## src/rtl/mips_pkg.sv

```systemverilog
// Shared MIPS definitions: word width, divider state encoding and the
// divide-by-zero quotient constant.
package mips_pkg;

   localparam int MIPS_WORD = 32;

   localparam logic [MIPS_WORD-1:0] DIV_ZERO_QUO = '1;

   typedef enum logic [1:0] {
      ST_IDLE = 2'd0,
      ST_CALC = 2'd1,
      ST_DONE = 2'd2
   } div_state_e;

endpackage : mips_pkg

```

## src/rtl/mips_div_step.sv

```systemverilog
// One restoring shift-subtract iteration: shifts {rem, quo} left by one and
// keeps the trial difference when it does not go negative.
module mips_div_step #(
   parameter int W = 32
) (
   input  logic [W-1:0] rem,
   input  logic [W-1:0] quo,
   input  logic [W-1:0] divisor,
   output logic [W-1:0] rem_next,
   output logic [W-1:0] quo_next
);

   logic [W:0]   shifted;
   logic [W-1:0] trial;
   logic         fits;

   assign shifted = {rem, quo[W-1]};
   assign fits    = (shifted >= {1'b0, divisor});
   // When the divisor fits, the difference is below 2^W, so W bits suffice.
   assign trial   = shifted[W-1:0] - divisor;

   assign rem_next = fits ? trial : shifted[W-1:0];
   assign quo_next = {quo[W-2:0], fits};

endmodule : mips_div_step

```

## src/rtl/mips_div_32bit.sv

```systemverilog
// Iterative restoring divider producing MIPS LO/HI through start/busy/done.
// Define MIPS_DIV_SIGNED_EN to honour is_signed (div); otherwise all divu.
module mips_div_32bit
   import mips_pkg::*;
#(
   parameter int WIDTH = MIPS_WORD
) (
   input  logic             clk,
   input  logic             rst_n,
   input  logic             start,
   input  logic             is_signed,
   input  logic [WIDTH-1:0] a,
   input  logic [WIDTH-1:0] b,
   output logic             busy,
   output logic             done,
   output logic [WIDTH-1:0] quotient,
   output logic [WIDTH-1:0] remainder,
   output logic             div_zero
);

   localparam int               CNT_W = $clog2(WIDTH);
   localparam logic [CNT_W-1:0] LAST  = CNT_W'(WIDTH - 1);

   div_state_e       state_q, state_d;
   logic [CNT_W-1:0] cnt_q, cnt_d;
   logic [WIDTH-1:0] rem_q, rem_d, quo_q, quo_d, dvsr_q, dvsr_d;
   logic             neg_quo_q, neg_quo_d, neg_rem_q, neg_rem_d;
   logic             busy_q, busy_d, done_q, done_d, div_zero_q, div_zero_d;
   logic [WIDTH-1:0] quotient_q, quotient_d, remainder_q, remainder_d;

   logic [WIDTH-1:0] a_mag, b_mag, step_rem, step_quo, quo_fix, rem_fix;
   logic             a_neg_in, quo_neg_in;

`ifdef MIPS_DIV_SIGNED_EN
   logic b_neg_in;
   assign a_neg_in   = is_signed & a[WIDTH-1];
   assign b_neg_in   = is_signed & b[WIDTH-1];
   assign a_mag      = a_neg_in ? -a : a;
   assign b_mag      = b_neg_in ? -b : b;
   assign quo_neg_in = a_neg_in ^ b_neg_in;
   assign quo_fix    = neg_quo_q ? -step_quo : step_quo;
   assign rem_fix    = neg_rem_q ? -step_rem : step_rem;
`else
   logic unused_sign;
   assign unused_sign = ^{is_signed, neg_quo_q, neg_rem_q};
   assign a_neg_in    = 1'b0;
   assign quo_neg_in  = 1'b0;
   assign a_mag       = a;
   assign b_mag       = b;
   assign quo_fix     = step_quo;
   assign rem_fix     = step_rem;
`endif

   mips_div_step #(.W(WIDTH)) u_step (
      .rem      (rem_q),
      .quo      (quo_q),
      .divisor  (dvsr_q),
      .rem_next (step_rem),
      .quo_next (step_quo)
   );

   always_comb begin
      // NOTE: every _d defaults to its _q (done to 0) so no path infers a latch.
      state_d     = state_q;
      cnt_d       = cnt_q;
      rem_d       = rem_q;
      quo_d       = quo_q;
      dvsr_d      = dvsr_q;
      neg_quo_d   = neg_quo_q;
      neg_rem_d   = neg_rem_q;
      busy_d      = busy_q;
      done_d      = 1'b0;
      div_zero_d  = div_zero_q;
      quotient_d  = quotient_q;
      remainder_d = remainder_q;

      unique case (state_q)
         ST_IDLE: begin
            if (start) begin
               busy_d = 1'b1;
               if (b == '0) begin
                  state_d     = ST_DONE;
                  done_d      = 1'b1;
                  div_zero_d  = 1'b1;
                  quotient_d  = WIDTH'(DIV_ZERO_QUO);
                  remainder_d = a;
               end else begin
                  state_d    = ST_CALC;
                  div_zero_d = 1'b0;
                  cnt_d      = '0;
                  rem_d      = '0;
                  quo_d      = a_mag;
                  dvsr_d     = b_mag;
                  neg_quo_d  = quo_neg_in;
                  neg_rem_d  = a_neg_in;
               end
            end
         end
         ST_CALC: begin
            rem_d = step_rem;
            quo_d = step_quo;
            cnt_d = cnt_q + 1'b1;
            // Results land on the same edge as the final iteration.
            if (cnt_q == LAST) begin
               state_d     = ST_DONE;
               done_d      = 1'b1;
               quotient_d  = quo_fix;
               remainder_d = rem_fix;
            end
         end
         ST_DONE: begin
            state_d = ST_IDLE;
            busy_d  = 1'b0;
         end
         default: begin
            state_d = ST_IDLE;
            busy_d  = 1'b0;
         end
      endcase
   end

   // NOTE: sequential state uses non-blocking assignments only.
   always_ff @(posedge clk or negedge rst_n) begin
      if (!rst_n) begin
         state_q     <= ST_IDLE;
         cnt_q       <= '0;
         rem_q       <= '0;
         quo_q       <= '0;
         dvsr_q      <= '0;
         neg_quo_q   <= 1'b0;
         neg_rem_q   <= 1'b0;
         busy_q      <= 1'b0;
         done_q      <= 1'b0;
         div_zero_q  <= 1'b0;
         quotient_q  <= '0;
         remainder_q <= '0;
      end else begin
         state_q     <= state_d;
         cnt_q       <= cnt_d;
         rem_q       <= rem_d;
         quo_q       <= quo_d;
         dvsr_q      <= dvsr_d;
         neg_quo_q   <= neg_quo_d;
         neg_rem_q   <= neg_rem_d;
         busy_q      <= busy_d;
         done_q      <= done_d;
         div_zero_q  <= div_zero_d;
         quotient_q  <= quotient_d;
         remainder_q <= remainder_d;
      end
   end

   assign busy      = busy_q;
   assign done      = done_q;
   assign quotient  = quotient_q;
   assign remainder = remainder_q;
   assign div_zero  = div_zero_q;

endmodule : mips_div_32bit

```

## config.mk

```make
export PLATFORM = sky130hd
export DESIGN_NAME = mips_div_32bit
export DESIGN_NICKNAME = d
export VERILOG_FILES = /design/src/rtl/mips_pkg.sv /design/src/rtl/mips_div_step.sv /design/src/rtl/mips_div_32bit.sv
export SDC_FILE = /design/constraint.sdc
export NUM_CORES = 1
export LEC_CHECK = 0
export ABC_AREA = 1
export CORE_UTILIZATION = 55
export DETAILED_ROUTE_END_ITERATION = 7
export PLACE_DENSITY = 0.78
export SYNTH_ARGS = -nofsm -noshare
export SYNTH_HDL_FRONTEND = slang
export SYNTH_SLANG_ARGS = --single-unit
export TNS_END_PERCENT = 30
```

## constraint.sdc

```tcl
create_clock -name clk -period 2.2 [get_ports clk]
set_input_delay 0.44 -clock clk [delete_from_list [all_inputs] [get_ports clk]]
set_output_delay 0.44 -clock clk [all_outputs]
set_load 0.01 [all_outputs]
```

Yosys cells after proc, flatten, opt, wreduce, memory -nomap -nowiden
Cells that the tools add are included.
W data, S select, Z words.
{"block": "word_totals", "reg_bits": 170, "input_bits": 68}
{"block": "classes", "n_eq_ne": 6, "add_sub_neg": 2, "magnitude_cmp": 1, "bitwise_logic": 2, "reduce_logical": 9, "muxes": 28}
{"operator": "$mux W32", "n": 11}
{"operator": "$pmux W32 S2", "n": 4}
{"operator": "$ge A33 B32 Y1", "n": 1}
{"operator": "$logic_not A32 Y1", "n": 1}
{"operator": "$sub A32 B32 Y32", "n": 1}
{"operator": "$mux W5", "n": 2}
{"operator": "$pmux W5 S2", "n": 1}
{"operator": "$ne A2 B2 Y1 const B", "n": 4}
{"operator": "$mux W2", "n": 3}
{"operator": "$reduce_and A2 Y1", "n": 3}
{"operator": "$reduce_and A3 Y1", "n": 2}
{"operator": "$add A5 B1 Y5 const B", "n": 1}
{"operator": "$eq A5 B5 Y1 const B", "n": 1}
{"operator": "$mux W1", "n": 4}
{"operator": "$pmux W1 S2", "n": 2}
{"operator": "$pmux W2 S2", "n": 1}
{"operator": "$reduce_and A4 Y1", "n": 1}
{"operator": "$eq A2 B1 Y1 const B", "n": 1}
{"operator": "$logic_not A2 Y1", "n": 1}
{"operator": "$not A1 Y1", "n": 2}
{"operator": "$reduce_bool A2 Y1", "n": 1}

Logic depth before layout (Yosys ltp)
Gate-level depths: netlist (run 1).
{"block": "depth", "depth_word": 4, "ltp_mapped": 17}

Modules after synthesis
A second synthesis (run 1) with hierarchy kept.
{"block": "hier_totals", "hier_cells": 1622, "hier_area_um2": 10981.8}
{"module": "mips_div_32bit", "cells_per_inst": 943, "area_per_inst_um2": 7581.0, "seq_area_each_um2": 4254.1, "instances": 1}
{"module": "mips_div_step", "cells_per_inst": 679, "area_per_inst_um2": 3400.8, "seq_area_each_um2": 0.0, "instances": 1}

Least setup slack after synthesis (run 1)
No wires, ideal clock.
{"block": "synth_path", "kind": "register -> register", "from": "register rem_q[29]", "to": "register remainder_q[30], in the netlist remainder[30]", "setup_ns": 0.113, "arrival_ns": 1.899, "path_slack_ns": 0.188, "period_less_slack_ns": 2.012, "required_ns": 2.087, "stages_incl_launch_ff": 15, "n_path_buf": 1, "path_cell_list": "dfrtp_1 ha_1 inv_2 nor2_1 nand2_1 nor2_1 a21oi_1 nand2_1 nor2_4 nand2_8 buf_12 nand3_4 nand3_2 nand2_1 inv_1"}
{"block": "synth_via", "elab_chain_len": 4, "elab_cells_between_ends": 5, "cone_classes": "add/sub (1); order compare (1); mux (3)"}
{"element": "from (decl)", "line": "mips_div_32bit.sv:26", "source": "logic [WIDTH-1:0] rem_q, rem_d, quo_q, quo_d, dvsr_q, dvsr_d;"}
{"element": "from (signal assigned)", "line": "mips_div_32bit.sv:140", "source": "rem_q <= rem_d;"}
{"element": "$sub A32 B32 Y32 or $ge A33 B32 Y1 (tied branches)", "line": "mips_div_step.sv:20, mips_div_step.sv:18"}
{"element": "$mux W32 (*)", "line": "mips_div_step.sv:22", "source": "assign rem_next = fits ? trial : shifted[W-1:0];"}
{"element": "$mux W32 (*)", "line": "mips_div_32bit.sv:104", "source": "if (cnt_q == LAST) begin"}
{"element": "$pmux W32 S2 (*)", "line": "mips_div_32bit.sv:77", "source": "unique case (state_q)"}
{"element": "to (signal assigned)", "line": "mips_div_32bit.sv:149", "source": "remainder_q <= remainder_d;"}
{"element": "to (decl)", "line": "mips_div_32bit.sv:29", "source": "logic [WIDTH-1:0] quotient_q, quotient_d, remainder_q, remainder_d;"}
Mark *: on every way between the ends. The rest lies on a longest branch, timed or not. The select of a mux whose other input is x is not followed.
A chain may end at the register's enable or synchronous reset.

Worst setup path in the final report (run 1)
{"block": "layout_path", "from": "register rem_q[29]", "to": "register rem_q[11]"}
{"block": "layout_via", "elab_chain_len": 3}
{"element": "$ge A33 B32 Y1", "line": "mips_div_step.sv:18", "source": "assign fits = (shifted >= {1'b0, divisor});"}
{"element": "$mux W32", "line": "mips_div_step.sv:22"}
{"element": "$pmux W32 S2", "line": "mips_div_32bit.sv:77"}
Every way passes these cells.

==> results.sh, run 1 <==
export IMPL_h_tree_depth=4
export IMPL_numPortBuffers=133
export IMPL_crit_path_end_kind="flip-flop"
export IMPL_maxSlewHeadroom_pct=63.2
export IMPL_yosysMostFrequentCell="nand2_1"
export IMPL_failed_checks="setup timing"
export IMPL_cts_buffers=17
export IMPL_rows=50
export IMPL_status="finished with violations"
export IMPL_syn_nets=1553
export IMPL_finalSetupViolCount=38
export IMPL_clk_pin_slew_ns=0.07
export IMPL_rr_worst_depth=12
export IMPL_ant_nets=0
export IMPL_grt_pass1_wl_um=51400
export IMPL_slowest_stage="dfrtp_1"
export IMPL_place_congestion=1.01
export IMPL_grt_max_degree=66
export IMPL_viasPerCell=5.43
export IMPL_power_density_nw_per_um2=1850
export IMPL_track_usage_pct=33.4
export IMPL_dieArea_um2=19800
export IMPL_ys_seq_area_share_pct=40.1
export IMPL_drt_initial_drc_count=927
export IMPL_crit_fanout=17
export IMPL_synth_edf_count=0
export IMPL_ys_warn_count=0
export IMPL_start_kind="flip-flop"
export IMPL_grt_remaining_overflow=0
export IMPL_arrival_ns=2.71
export IMPL_synth_distinct_cells=35
export IMPL_max_cap_violations=0
export IMPL_drtPass1Iterations=7
export IMPL_cpPeakStageDelay_ns=0.44
export IMPL_clock_latency_ns=0.44
export IMPL_initial_core_util_pct=56.3
export IMPL_yosys_top_cells_area="dfrtp_1 40%, nand2_1 14%, inv_1 8.1%"
export IMPL_fmax_mhz=427
export IMPL_antenna_found_initial=0
export IMPL_clockBufferDepth=2
export IMPL_cp_depth=12
export IMPL_ys_flop_type="dfrtp_1"
export IMPL_ir_drop_mv=0.811
export IMPL_hold_viol_final=0
export IMPL_hp_class="input port to async pin"
export IMPL_clock_sinks=170
export IMPL_postSynthCellCount=1450
export IMPL_synth_avg_cell_area_um2=7.31
export IMPL_ctsRootBufferMaster="clkbuf_16"
export IMPL_finalNetCount=1823
export IMPL_crit_path_start="rem_q[29]"
export IMPL_insertedDiodeCount=0
export IMPL_post_route_min_period_ns=2.34
export IMPL_fin_tns_setup_ns=-2.06
export IMPL_timing_final_max_slew_violations=0
export IMPL_post_route_period_util_pct=106
export IMPL_cp_cell_sequence="ha_4 -> buf_6 -> a21o_1 -> nand2_2 -> nand2_2 -> a21oi_2 -> nand2_2 -> nor2_4 -> buf_6 -> nand4_1 -> buf_4 -> nand3_1"
export IMPL_grt_pass1_vias=10100
export IMPL_synth_top_area_share_pct=40.1
export IMPL_async_reset_ff_share_pct=100
export IMPL_fin_ws_ns=-0.143
export IMPL_num_vias=10800
export IMPL_post_route_cell_area_um2=14900
export IMPL_placed_area_um2=13300
export IMPL_rrSetupSlack_ns=-0.14
export IMPL_synthTopCellsByCount="385 x nand2_1, 229 x inv_1, 170 x dfrtp_1, 118 x nor2_1, 94 x nand3_1"
export IMPL_utilization_pct=78.9
export IMPL_syn_area_um2=10600
export IMPL_avgRoutedWirePerCell_um=16.8
export IMPL_crit_path_end="rem_q[11]"
export IMPL_synth_largest_area_cell="dfrtp_1"
export IMPL_place_hpwl_um=23800
export IMPL_area_delta_synth_final_pct=40.1
export IMPL_final_cells=1993
export IMPL_r2r_start="rem_q[29]"
export IMPL_r2r_end="rem_q[11]"
export IMPL_synth_seq_cells=170
export IMPL_cpMostUsedCell="nand2_2"
export IMPL_leakage_uw=0.00713
export IMPL_tightestPinTransition_ns=0.552
export IMPL_rsz0062_at_grt="true"
export IMPL_worstPathRequired_ns=2.57
export IMPL_drt_wl_total_um=33500
export IMPL_post_route_drc_count=0
export IMPL_core_region_area_um2=18800
export IMPL_path_delay_family="simple AND/OR/NAND/NOR gates"
export IMPL_io_pins=135
export IMPL_die_y_um=141
export IMPL_worstSetupPathType="flip-flop to flip-flop"
export IMPL_skew_ns=0.0101
export IMPL_place_inst=1951
export IMPL_cts_tree="done"
export IMPL_drive_gt1_share_pct=23.9
export IMPL_die_x_um=141
export IMPL_crit_buf_inv=3
==> cells in the final DEF, fill, tap and decap left out, types with 4 or more instances in the layout <==
cell               n
inv_2             10
nand3_2           47
clkbuf_16         17
or2_2             32
a21boi_1           9
inv_1            226
nand4_1           42
ha_4              31
nor2_2            11
a21oi_1           79
dfrtp_1          168
nor2_1           110
nor3_1             6
a21oi_2            5
a21boi_0          22
nand2_1          360
nor3_2             5
nand3_4           14
buf_12            13
nor2_4             8
inv_8              5
xor2_1            12
buf_4            151
nand2_4            4
buf_6             10
nand3_1           72
o21ai_0           66
nand2_2           26
clkdlybuf4s50_1  132
and2_1             5
==> state kept, by name, indices dropped and copies added (netlist names) <==
name and cells:
dvsr_q 32, busy 1, rem_q 32, done 1, quo_q 32, cnt_q 5
state_q 2, quotient 32, div_zero 1, remainder 32
==> where the power goes <==
part / total (uW) / internal [uW] / switching [uW]
sequential: 5490 / 4530 / 962
clock: 3010 / 1550 / 1460
combinational: 19000 / 8240 / 10800
==> layout make-up <==
class                           count  area (um2)
Clock buffer                       18         439
Multi-Input combinational cell    986        5940
Tap cell                          260         325
Clock inverter                     14         148
Fill cell                        1265        3980
Sequential cell                   170        4260
Timing Repair Buffer              308        2850
Inverter                          237         892
==> what timing repair did <==
action | 4_1_cts | 5_1_grt
resized for setup | 41 | 107
pin swaps | 12 | 19
setup endpoints to repair | 99 | 131
hold buffers | 1 | 0
hold endpoints to repair | 21 | 0
buffers inserted | 9 | 2
==> metal layers <==
layer / GRT usage [%] / vias up / part of all wire [%]
li1: - / 5128 / -
met2: 54.4 / 500 / 47
met1: 46.0 / 5111 / 42
met3: 4.11 / 80 / 7.6
met4: 12.0 / 0 / 3.2
met5: 0 / - / 0
==> logic make-up (layout without fill, tap and decap cells) <==
group	count (synthesis)	after routing	share of synthesized area (%)
AOI/OAI and AO/OA	188	188	9.77
DFF	170	170	40.1
xor gates and xnor gates	15	15	1.24
buffers and inverters	294	577	11.8
adders and majority gates	35	35	4.20
and+or+nand+nor	748	748	32.9
==> worst min path at each step <==
stage                   start            to
floorplan               rst_n          busy
global placement        rst_n  remainder[6]
detailed placement      rst_n  remainder[6]
CTS                 dvsr_q[0]     dvsr_q[0]
global route         quo_q[6]      quo_q[6]
finish                  rst_n  remainder[6]
==> through the flow <==
step	setup WS, ns	total power [uW]	hold slack [ns]
6_report	-0.143	27500	0.528
3_3_place_gp	-0.545	21000	0.447
3_5_place_dp	-0.570	21300	0.447
2_1_floorplan	0.188	15100	0.144
5_1_grt	-0.223	29400	0.563
4_1_cts	-0.0828	25400	0.497
Power figures use the tool's default switching activity.
==> run 2, diff against run 1 <==
Settings changed: CORE_MARGIN from default to 8, CTS_BUF_LIST from default to sky130_fd_sc_hd__clkbuf_2.
==> run 2 against run 1 <==
Against the previous run:
- global-route usage shrank 6.3 points
- critical path type unchanged
- sequential power shrank 2%
- combinational power about the same
- fmax decreased by 1.6%
- critical endpoint is now remainder[12]
- the run still ends with setup timing left
- wire length up 0.29%
- worst hold slack got worse by 0.44 ns
- worst setup slack got worse by 0.038 ns
- via count is 0.50% lower
- largest power group unchanged
- clock skew increased by 0.052 ns
==> results.sh, run 2 (synthesis gave the netlist of run 1 again) <==
export IMPL_grt_remaining_overflow=0
export IMPL_final_cell_mix="355 x nand2_1, 217 x inv_1, 167 x dfrtp_1"
export IMPL_post_route_cell_area_um2=14600
export IMPL_antenna_found_initial=1
export IMPL_mostFrequentLayoutCell="nand2_1"
export IMPL_grt_pass1_vias=10400
export IMPL_drt_wl_total_um=33600
export IMPL_worstSetupPathType="flip-flop to flip-flop"
export IMPL_drive_gt1_share_pct=25.9
export IMPL_start_kind="flip-flop"
export IMPL_cts_buffers=17
export IMPL_cts_tree="done"
export IMPL_clock_latency_ns=0.80
export IMPL_place_hpwl_um=24400
export IMPL_p_int_uw=13000
export IMPL_numPortBuffers=133
export IMPL_ir_drop_mv=0.775
export IMPL_leakage_uw=0.00705
export IMPL_sw_frac_of_total_pct=49.8
export IMPL_grt_pass1_wl_um=52000
export IMPL_status="finished with violations"
export IMPL_timing_final_max_slew_violations=0
export IMPL_clockBufferDepth=2
export IMPL_grt_max_degree=66
export IMPL_post_route_min_period_ns=2.38
export IMPL_whs_ns=0.0922
export IMPL_post_route_drc_count=0
export IMPL_finalNetCount=1841
export IMPL_crit_fanout=15
export IMPL_crit_path_end_kind="flip-flop"
export IMPL_track_usage_pct=27.0
export IMPL_die_y_um=155
export IMPL_core_region_area_um2=18800
export IMPL_die_x_um=155
export IMPL_rr_worst_depth=16
export IMPL_clock_sinks=170
export IMPL_utilization_pct=77.4
export IMPL_ant_nets=0
export IMPL_drtPass1Iterations=6
export IMPL_maxSlewHeadroom_pct=53.3
export IMPL_fin_ws_ns=-0.180
export IMPL_power_switching_uw=12900
export IMPL_fmax_mhz=420
export IMPL_max_cap_violations=0
export IMPL_drt_initial_drc_count=764
export IMPL_rows=50
export IMPL_clk_pin_slew_ns=0.32
export IMPL_area_delta_synth_final_pct=37.6
export IMPL_initial_core_util_pct=56.3
export IMPL_arrival_ns=3.10
export IMPL_finalSetupViolCount=44
export IMPL_post_route_period_util_pct=108
export IMPL_place_congestion=0.981
export IMPL_failed_checks="setup timing"
export IMPL_skew_ns=0.0618
export IMPL_avgRoutedWirePerCell_um=16.7
export IMPL_h_tree_depth=4
export IMPL_num_vias=10800
export IMPL_worstPathRequired_ns=2.92
export IMPL_power_density_nw_per_um2=1780
export IMPL_hold_viol_final=0
export IMPL_ctsRootBufferMaster="clkbuf_2"
export IMPL_pwr_share_comb_pct=72.6
export IMPL_viasPerCell=5.35
export IMPL_io_pins=135
export IMPL_pwr_share_clk_pct=6.6
export IMPL_dieArea_um2=24000
export IMPL_placed_area_um2=13400
export IMPL_pwr_share_seq_pct=20.8
export IMPL_hp_class="input port to async pin"
export IMPL_rsz0062_at_grt="true"
export IMPL_tightestPinTransition_ns=0.701
run 2: cell types whose count changed in the layout (fill, tap and decap cells not counted), moves of 10 or more:
| cell | previous run | this run |
|---|---|---|
| clkdlybuf4s50_1 | 132 | 65 |
| clkbuf_2 | 0 | 17 |
| buf_4 | 151 | 164 |
| inv_2 | 10 | 20 |
| nand3_2 | 47 | 63 |
| clkbuf_16 | 17 | 1 |
| nand3_1 | 72 | 62 |
| dlygate4sd2_1 | 0 | 61 |
run 2: critical path: stages, from the launching register on:
cell and delay (ns):
dfrtp_1 0.49, ha_1 0.33, nand2_2 0.11, inv_1 0.05
nand2_1 0.05, nand2_1 0.07, inv_1 0.06, nand2_1 0.08
nand2_1 0.09, nand2_2 0.06, nor2_4 0.16, buf_12 0.14
buf_6 0.17, nand4_1 0.20, nand3_2 0.12, nand2_1 0.07
inv_1 0.05
run 2: layer usage:
metal	global-route usage, %	up-vias	share of wire, %
met1	36.5	5097	43
met4	8.77	0	2.7
met3	5.66	74	7.3
met2	42.7	439	47
met5	0	-	0
li1	-	5155	-
run 2: what timing repair did:
action	in CTS	in global routing
pin swaps	32	42
endpoints found under the setup margin	128	74
gates resized for setup	93	128
setup buffers	5	18
cloned	2	1
hold endpoints to repair	170	0
hold buffers	1	0
run 2: worst paths after layout:
kind	start	to	slack (ns)
max in group asynchronous	rst_n	quo_q[31]	1.42
min	rst_n	dvsr_q[1]	0.09
max reg2reg	rem_q[22]	remainder[12]	-0.18
min in group clk	b[5]	dvsr_q[5]	0.19
max	rem_q[22]	remainder[12]	-0.18
min reg2reg	dvsr_q[0]	dvsr_q[0]	0.54
run 2: area by class of cell:
class                   instances  area [um2]
multi-input cells             987        5890
clock buffers                  17        85.1
clock inverters                14         154
inverters                     237         890
flip-flops and latches        170        4260
well taps                     260         325
diodes                          1        2.50
repair buffers                325        2980
fillers                      1369        4250
run 2: power groups by stage:
| stage | clock network [uW] | registers (uW) | logic, uW |
|---|---|---|---|
| 2_1_floorplan | 0 | 5300 | 9810 |
| 3_3_place_gp | 0 | 5260 | 15600 |
| 3_5_place_dp | 0 | 5310 | 15900 |
| 4_1_cts | 1710 | 5250 | 16500 |
| 5_1_grt | 1830 | 5500 | 20600 |
| 6_report | 1700 | 5400 | 18800 |
run 2: per-stage QoR:
step | setup slack (ns) | TNS [ns] | power, uW | cells
after floorplan | 0.188 | 0 | 15100 | 1450
after global placement | -0.843 | -109.32 | 20900 | 1955
after detailed placement | -0.847 | -109.62 | 21200 | 1955
after CTS | -0.156 | -4.02 | 23500 | 1994
after global routing | -0.285 | -9.01 | 28000 | 2011
final | -0.180 | -2.70 | 25900 | 2011
==> run 3, diff against run 2 <==
Settings changed: HOLD_SLACK_MARGIN from default to 0.05, SLEW_MARGIN from default to 25.
==> results of run 3 <==
The final DEF is identical to that of run 2; final timing and power are the same.
